## src/rtl/ex_commit.sv

```systemverilog
// Commit/writeback stage: round-robin arbitration across execute-unit results
// into a one-entry output register feeding the register-file write port and scoreboard clear.
module ex_commit #(
    parameter int unsigned NUM_UNITS = 3,
    parameter int unsigned DATA_W    = 64,
    parameter int unsigned RN_W      = 6
) (
    input  logic                        clk,
    input  logic                        rst_n,
    input  logic [NUM_UNITS-1:0]        ex_valid,
    input  logic [NUM_UNITS*DATA_W-1:0] ex_result,
    input  logic [NUM_UNITS*RN_W-1:0]   ex_rd,
    output logic [NUM_UNITS-1:0]        ex_stall,
    output logic                        rf_we,
    output logic [RN_W-1:0]             rf_waddr,
    output logic [DATA_W-1:0]           rf_wdata,
    input  logic                        rf_stall,
    output logic                        sb_clear,
    output logic [RN_W-1:0]             sb_clear_rn
);

    localparam int unsigned PTR_W = (NUM_UNITS > 1) ? $clog2(NUM_UNITS) : 1;

    logic                 full;
    logic                 we_q;
    logic [RN_W-1:0]      rd_q;
    logic [DATA_W-1:0]    data_q;
    logic [PTR_W-1:0]     ptr;

    logic                 drain;
    logic                 accept;
    logic                 any_valid;
    logic [NUM_UNITS-1:0] grant;
    logic [PTR_W-1:0]     grant_idx;
    logic [PTR_W-1:0]     ptr_nxt;
    logic [PTR_W-1:0]     idx;
    logic [RN_W-1:0]      sel_rd;
    logic [DATA_W-1:0]    sel_data;

    assign drain  = full & ~rf_stall;
    assign accept = ~full | drain;

    // First valid unit searching upward from the pointer, with wrap.
    always_comb begin : arb
        grant     = '0;
        grant_idx = '0;
        any_valid = 1'b0;
        idx       = '0;
        for (int unsigned k = 0; k < NUM_UNITS; k++) begin
            idx = PTR_W'((32'(ptr) + k) % NUM_UNITS);
            if (!any_valid && ex_valid[idx]) begin
                any_valid      = 1'b1;
                grant[idx]     = 1'b1;
                grant_idx      = idx;
            end
        end
    end

    always_comb begin : sel_mux
        sel_rd   = '0;
        sel_data = '0;
        for (int unsigned i = 0; i < NUM_UNITS; i++) begin
            if (grant[i]) begin
                sel_rd   = ex_rd[i*RN_W +: RN_W];
                sel_data = ex_result[i*DATA_W +: DATA_W];
            end
        end
    end

    assign ptr_nxt  = (grant_idx == PTR_W'(NUM_UNITS - 1)) ? '0 : grant_idx + PTR_W'(1);
    assign ex_stall = ex_valid & ~(grant & {NUM_UNITS{accept}});

    // Output entry: a grant reloads (even while draining), otherwise a drain empties it.
    always_ff @(posedge clk or negedge rst_n) begin
        if (!rst_n) begin
            full   <= 1'b0;
            we_q   <= 1'b0;
            rd_q   <= '0;
            data_q <= '0;
            ptr    <= '0;
        end else if (accept && any_valid) begin
            full   <= 1'b1;
            we_q   <= (sel_rd != '0);
            rd_q   <= sel_rd;
            data_q <= sel_data;
            ptr    <= ptr_nxt;
        end else if (drain) begin
            full   <= 1'b0;
            we_q   <= 1'b0;
        end
    end

    // Writes to register 0 retire silently, so the strobe carries the rd!=0 test.
    assign rf_we       = we_q;
    assign sb_clear    = we_q;
    assign rf_waddr    = rd_q;
    assign sb_clear_rn = rd_q;
    assign rf_wdata    = data_q;

    // A stalled unit must keep its valid, result and rd stable into the next cycle.
    for (genvar g = 0; g < NUM_UNITS; g++) begin : g_proto
        a_hold: assert property (@(posedge clk) disable iff (!rst_n)
            ex_stall[g] |=> (ex_valid[g]
                             && $stable(ex_result[g*DATA_W +: DATA_W])
                             && $stable(ex_rd[g*RN_W +: RN_W])));
    end

endmodule

```

## config.mk

```make
export PLATFORM = sky130hd
export DESIGN_NAME = ex_commit
export DESIGN_NICKNAME = d
export VERILOG_FILES = /design/src/rtl/ex_commit.sv
export SDC_FILE = /design/constraint.sdc
export NUM_CORES = 1
export LEC_CHECK = 0
export CORE_MARGIN = 3
export CORE_UTILIZATION = 37
export CTS_BUF_LIST = sky130_fd_sc_hd__clkbuf_8
export DETAILED_ROUTE_END_ITERATION = 10
export GPL_TIMING_DRIVEN = 1
export PLACE_DENSITY = 0.84
export REMOVE_ABC_BUFFERS = 1
export SETUP_SLACK_MARGIN = 0.15
export SYNTH_ARGS = -nofsm -noshare
export SYNTH_HDL_FRONTEND = slang
export SYNTH_SLANG_ARGS = --single-unit
```

## constraint.sdc

```tcl
create_clock -name clk -period 3.63 [get_ports clk]
set_clock_uncertainty 0.15 [all_clocks]
set_input_delay 0.726 -clock clk [delete_from_list [all_inputs] [get_ports clk]]
set_output_delay 0.726 -clock clk [all_outputs]
set_load 0.02 [all_outputs]
```

==> flow_metrics.env, run 1 <==
export IMPL_final_hold_violation_count=0
export IMPL_post_route_period_util_pct=94.1
export IMPL_switching_share_pct=45.8
export IMPL_status="finished, final reports clean"
export IMPL_dp_final_hpwl_um=12600
export IMPL_cp_buffers_inverters=3
export IMPL_cts_root_buf="clkbuf_8"
export IMPL_grt_pass1_wl_um=25400
export IMPL_viasPerCell=5.51
export IMPL_synth_cell_type_count=37
export IMPL_path_clk_slew_ns=0.07
export IMPL_grt_pass1_vias=5097
export IMPL_io_buffers=296
export IMPL_core_rowCount=38
export IMPL_worstHoldPathCells=2
export IMPL_cp_data_required_time_ns=2.75
export IMPL_power_total_mw=7.06
export IMPL_arrival_ns=2.54
export IMPL_pwr_share_comb_pct=70.2
export IMPL_rsz0062_at_grt="no"
export IMPL_cp_top_family="buffers and inverters"
export IMPL_cts_tree="built"
export IMPL_slowest_delay_ns=0.46
export IMPL_insertedDiodeCount=0
export IMPL_ant_nets=0
export IMPL_cp_cell_sequence="clkdlybuf4s50_1 > buf_4 > mux2i_1 > nor2_1 > a311oi_2 > a2bb2oi_2 > a21oi_1 > dlygate4sd2_1"
export IMPL_die_x_um=114
export IMPL_crit_cells=8
export IMPL_cts_sinks=74
export IMPL_worst_skew_pair_late_latency_ns=0.33
export IMPL_cts_buffers=9
export IMPL_wl_per_cell_um=18.5
export IMPL_p_clk_share_pct=9.7
export IMPL_worstHoldPathType="reg -> reg"
export IMPL_place_congestion=0.958
export IMPL_place_area_mm2=0.00733
export IMPL_grt_max_degree=75
export IMPL_vias=4954
export IMPL_nNetsFinal=974
export IMPL_die_height_um=114
export IMPL_p_int_mw=3.83
export IMPL_worst_pin_slew_ns=0.903
export IMPL_crit_type="in -> out"
export IMPL_switchingPower_mw=3.24
export IMPL_fmax_mhz=293
export IMPL_ys_flop_type="dfrtp_1"
export IMPL_grt_overflow=0
export IMPL_clockBufferDepth=2
export IMPL_start_util_pct=39.0
export IMPL_coreArea_mm2=0.0112
export IMPL_finalCriticalPeriod_ns=3.41
export IMPL_p_leak_nw=3.00
export IMPL_firstDrtPassIters=5
export IMPL_io_pins=297
export IMPL_synth_seq_area_share_pct=42.5
export IMPL_area_delta_synth_final_pct=74.6
export IMPL_n_fill_cell=875
export IMPL_slowest_stage="clkdlybuf4s50_1"
export IMPL_synth_warnings=0
export IMPL_synth_area_mm2=0.00435
export IMPL_yosys_register_bits=74
export IMPL_postLayoutCellArea_mm2=0.00760
export IMPL_fin_ws_ns=0.216
export IMPL_max_cap_violations=0
export IMPL_layout_commonest_cell="clkdlybuf4s50_1"
export IMPL_syn_inst=486
export IMPL_slew_headroom_pct=39.8
export IMPL_power_density_mw_per_mm2=929
export IMPL_pre_cts_ws_ns=-0.0261
export IMPL_setup_violations=0
export IMPL_grt_total_usage_pct=24.2
export IMPL_synth_area_per_cell_um2=8.96
export IMPL_drv_slew=0
export IMPL_crit_fanout=9
export IMPL_reg2reg_depth=11
export IMPL_ir_drop_mv=0.972
export IMPL_start_kind="input pin"
export IMPL_routed_wl_um=16600
export IMPL_htreeDepth=3
export IMPL_cts_setup_buffers=0
export IMPL_grt_antenna_before_repair=0
export IMPL_drive_above_1_share_pct=6.98
export IMPL_drtIter0Drc=318
export IMPL_seqPwrFrac_pct=20.1
export IMPL_remaining_drc_errors=0
export IMPL_synth_edf_count=0
export IMPL_end_kind="output port"
export IMPL_die_area_mm2=0.0131
export IMPL_layout_common_cells="clkdlybuf4s50_1, o21ai_1, nand2_1"
export IMPL_ys_async_sr_fraction_pct=100
export IMPL_holdWs_ns=0.331
-- Yosys cell counts, drive strengths merged (2+ instances only) --
library cell	n	area, um2
o31ai	2	15.0
nand3	6	30.0
nor2	6	22.5
mux2i	5	62.6
buf	29	218
ha	4	50.1
a211oi	2	15.0
a221o	65	651
inv	7	26.3
o21ai	138	691
a21oi	16	80.1
clkbuf	26	97.6
nand2	80	300
dfrtp	74	1850
mux2	3	33.8
nand2b	6	37.5
-- power by group through the flow --
| stage | Combinational, mW | Clock, mW | Sequential, mW |
|---|---|---|---|
| 3_3_place_gp | 4.72 | 0 | 1.41 |
| 4_1_cts | 4.93 | 0.707 | 1.42 |
| 5_1_grt | 5.37 | 0.745 | 1.47 |
| 3_5_place_dp | 4.89 | 0 | 1.43 |
| 2_1_floorplan | 2.51 | 0 | 1.87 |
| 6_report | 4.96 | 0.688 | 1.42 |
-- path summary, 6_finish.rpt --
path                                          from                  endpoint  slack, ns
max                                    ex_valid[1]               ex_stall[0]       0.22
min                        rf_wdata[6]$_DFFE_PN0P_   rf_wdata[6]$_DFFE_PN0P_       0.33
max reg2reg                     ptr[1]$_DFFE_PN0P_         rf_we$_DFFE_PN0P_       0.40
min reg2reg                rf_wdata[6]$_DFFE_PN0P_   rf_wdata[6]$_DFFE_PN0P_       0.33
max in group asynchronous                    rst_n        ptr[0]$_DFFE_PN0P_       2.31
min in group asynchronous                    rst_n  rf_wdata[50]$_DFFE_PN0P_       0.36
-- sequential cells by signal, summed over array words and instances (netlist names) --
register,flops
full,1
rf_wdata,64
rf_we,1
ptr,2
rf_waddr,6
-- per-stage QoR --
step | TNS [ns] | instances | utilization [%]
after floorplan | -38.58 | 431 | -
after global placement | 0 | 883 | 65.6
after detailed placement | -0.0927 | 883 | 65.6
after CTS | 0 | 899 | 67.7
after global routing | 0 | 899 | 68.0
final | 0 | 899 | 68.0
-- tightest hold or removal path: cells and delay by family (launching register included) --
family / cells / cell delay [ns]
AO/OA/AOI/OAI: 1 / 0.06
flip-flops: 1 / 0.34
AND/OR/NAND/NOR: 1 / 0.05
-- final cells by class --
class	count	area [um2]	share of cell area (%)
timing repair buffer	312	3110	40.9
multi-input combinational	350	2220	29.3
sequential	74	1850	24.4
tap	140	175	2.30
clock buffer	9	124	1.63
clock inverter	7	93.8	1.23
inverter	7	26.3	0.346
-- cells by family after synthesis --
logic type / Yosys count / share of synthesized area (%)
buffers and inverters: 62 / 7.85
DFF: 74 / 42.5
and+or+nand+nor: 104 / 10.0
adders and majority gates: 4 / 1.15
muxes: 8 / 2.21
AOI/OAI and AO/OA: 234 / 36.2
-- routing by layer --
layer | up-vias | global-route usage (%) | routed length, um
met3 | 20 | 6.71 | 1500
met5 | - | 0 | 0
met2 | 256 | 45.2 | 8760
met1 | 2332 | 26.8 | 6110
met4 | 0 | 6.65 | 272
li1 | 2346 | - | -
-- what timing repair did --
item | CTS | global route
gates resized for setup | 8 | 8
hold buffers | 0 | 0
endpoints found under the setup margin | 3 | 8
Power figures use the tool's default switching activity.
==> inputs of run 2 (changes only) <==
Settings changed: CORE_MARGIN 3 to 5, SKIP_CTS_REPAIR_TIMING from default to 1.
==> run 2 against run 1 <==
  * Critical path depth unchanged
  * Non-clock buffer count fell by 1
  * Via count increased by 1.0%
  * Wire length increased by 3.6%
  * Sequential share of layout area is 0.052 points higher
  * Register-to-register slack hardly changed
  * Worst setup slack improved by 0.080 ns
  * Maximum frequency grew 2.4%
  * Critical endpoint is now ex_stall[2]
  * Largest cell class unchanged
==> flow_metrics.env, run 2 (synthesized netlist as in run 1, its figures left out) <==
export IMPL_layout_common_cells="clkdlybuf4s50_1, o21ai_1, nand2_1"
export IMPL_drive_above_1_share_pct=6.32
export IMPL_max_cap_violations=0
export IMPL_insertedDiodeCount=0
export IMPL_grt_antenna_before_repair=0
export IMPL_io_pins=297
export IMPL_die_height_um=118
export IMPL_ir_drop_mv=0.793
export IMPL_final_hold_violation_count=0
export IMPL_path_clk_slew_ns=0.07
export IMPL_cts_tree="built"
export IMPL_switching_share_pct=46.0
export IMPL_place_congestion=0.931
export IMPL_p_leak_nw=3.03
export IMPL_firstDrtPassIters=5
export IMPL_cts_buffers=9
export IMPL_slew_headroom_pct=38.8
export IMPL_remaining_drc_errors=0
export IMPL_dp_final_hpwl_um=13000
export IMPL_start_kind="flip-flop"
export IMPL_htreeDepth=3
export IMPL_end_kind="output port"
export IMPL_grt_pass1_vias=5212
export IMPL_worst_skew_pair_late_latency_ns=0.33
export IMPL_p_clk_share_pct=9.6
export IMPL_setup_violations=0
export IMPL_rsz0062_at_grt="no"
export IMPL_crit_fanout=7
export IMPL_die_x_um=118
export IMPL_grt_total_usage_pct=23.3
export IMPL_power_total_mw=7.06
export IMPL_io_buffers=296
export IMPL_cp_data_required_time_ns=2.75
export IMPL_layout_commonest_cell="clkdlybuf4s50_1"
export IMPL_grt_pass1_wl_um=26800
export IMPL_cts_root_buf="clkbuf_8"
export IMPL_n_fill_cell=933
export IMPL_cts_sinks=74
export IMPL_multi_input_area_mm2=0.00220
export IMPL_worst_pin_slew_ns=0.918
export IMPL_die_area_mm2=0.0140
export IMPL_arrival_ns=2.46
export IMPL_vias=5005
export IMPL_drtIter0Drc=250
export IMPL_wl_per_cell_um=19.1
export IMPL_core_rowCount=39
export IMPL_switchingPower_mw=3.25
export IMPL_fmax_mhz=300
export IMPL_largest_register_ffs=64
export IMPL_routed_wl_um=17200
export IMPL_post_route_period_util_pct=91.8
export IMPL_finish_utilization_pct=66.1
export IMPL_p_int_mw=3.81
export IMPL_drv_slew=0
export IMPL_start_util_pct=38.0
export IMPL_pwr_share_comb_pct=70.4
export IMPL_seqPwrFrac_pct=20.0
export IMPL_grt_overflow=0
export IMPL_power_density_mw_per_mm2=932
export IMPL_ant_nets=0
export IMPL_worstHoldPathType="reg -> reg"
export IMPL_finalCriticalPeriod_ns=3.33
export IMPL_status="finished, final reports clean"
export IMPL_grt_max_degree=75
export IMPL_regArea_mm2=0.00185
export IMPL_crit_type="reg -> out"
export IMPL_coreArea_mm2=0.0115
export IMPL_clockBufferDepth=2
export IMPL_area_delta_synth_final_pct=74.1
export IMPL_nNetsFinal=974
export IMPL_viasPerCell=5.55
[run 2: power by group through the flow]
stage | Sequential [mW] | Combinational (mW) | Clock, mW
2_1_floorplan | 1.87 | 2.51 | 0
3_3_place_gp | 1.41 | 4.72 | 0
3_5_place_dp | 1.43 | 4.86 | 0
4_1_cts | 1.42 | 4.89 | 0.700
5_1_grt | 1.47 | 5.40 | 0.728
6_report | 1.41 | 4.97 | 0.678
[run 2: area by class of cell]
type | instances | area share (%)
inverter | 7 | 0.347
clock buffer | 9 | 1.63
clock inverter | 7 | 1.14
sequential | 74 | 24.4
multi-input combinational | 351 | 29.0
tap | 143 | 2.36
timing repair buffer | 311 | 41.1
[run 2: final timing paths]
path,start,endpoint,slack (ns),cells after the start
min in group asynchronous,rst_n,rf_wdata[36]$_DFFE_PN0P_,0.37,1
max in group asynchronous,rst_n,ptr[0]$_DFFE_PN0P_,2.37,1
hold reg to reg,rf_wdata[35]$_DFFE_PN0P_,rf_wdata[35]$_DFFE_PN0P_,0.34,2
setup reg to reg,ptr[1]$_DFFE_PN0P_,rf_we$_DFFE_PN0P_,0.40,11
setup / recovery,ptr[1]$_DFFE_PN0P_,ex_stall[2],0.30,8
hold / removal,rf_wdata[35]$_DFFE_PN0P_,rf_wdata[35]$_DFFE_PN0P_,0.34,2
[run 2: through the flow]
stage	area (um2)	std cells	hold slack (ns)	setup slack (ns)	TNS, ns
5_1_grt	7580	902	0.361	0.171	0
3_5_place_dp	7320	885	0.324	-0.0124	-0.0128
2_1_floorplan	4040	431	0.280	-0.688	-38.58
4_1_cts	7530	901	0.342	-0.0964	-0.255
3_3_place_gp	7320	885	0.315	0.0521	0
6_report	7580	902	0.336	0.296	0
[run 2: worst max-delay path, stage by stage, from the launching register on]
cell and delay, ns:
dfrtp_1 0.44, inv_1 0.11, ha_2 0.30, mux2i_2 0.31, mux2i_4 0.13, or3_4 0.42
o311ai_4 0.10, a21oi_1 0.10, dlymetal6s2s_1 0.22
[run 2: layer usage]
layer	global-route usage [%]	vias to the layer above	share of wire (%)
li1	-	2352	-
met1	27.0	2348	38
met2	40.4	262	49
met3	6.16	43	8.3
met4	10.4	0	3.8
met5	0	-	0
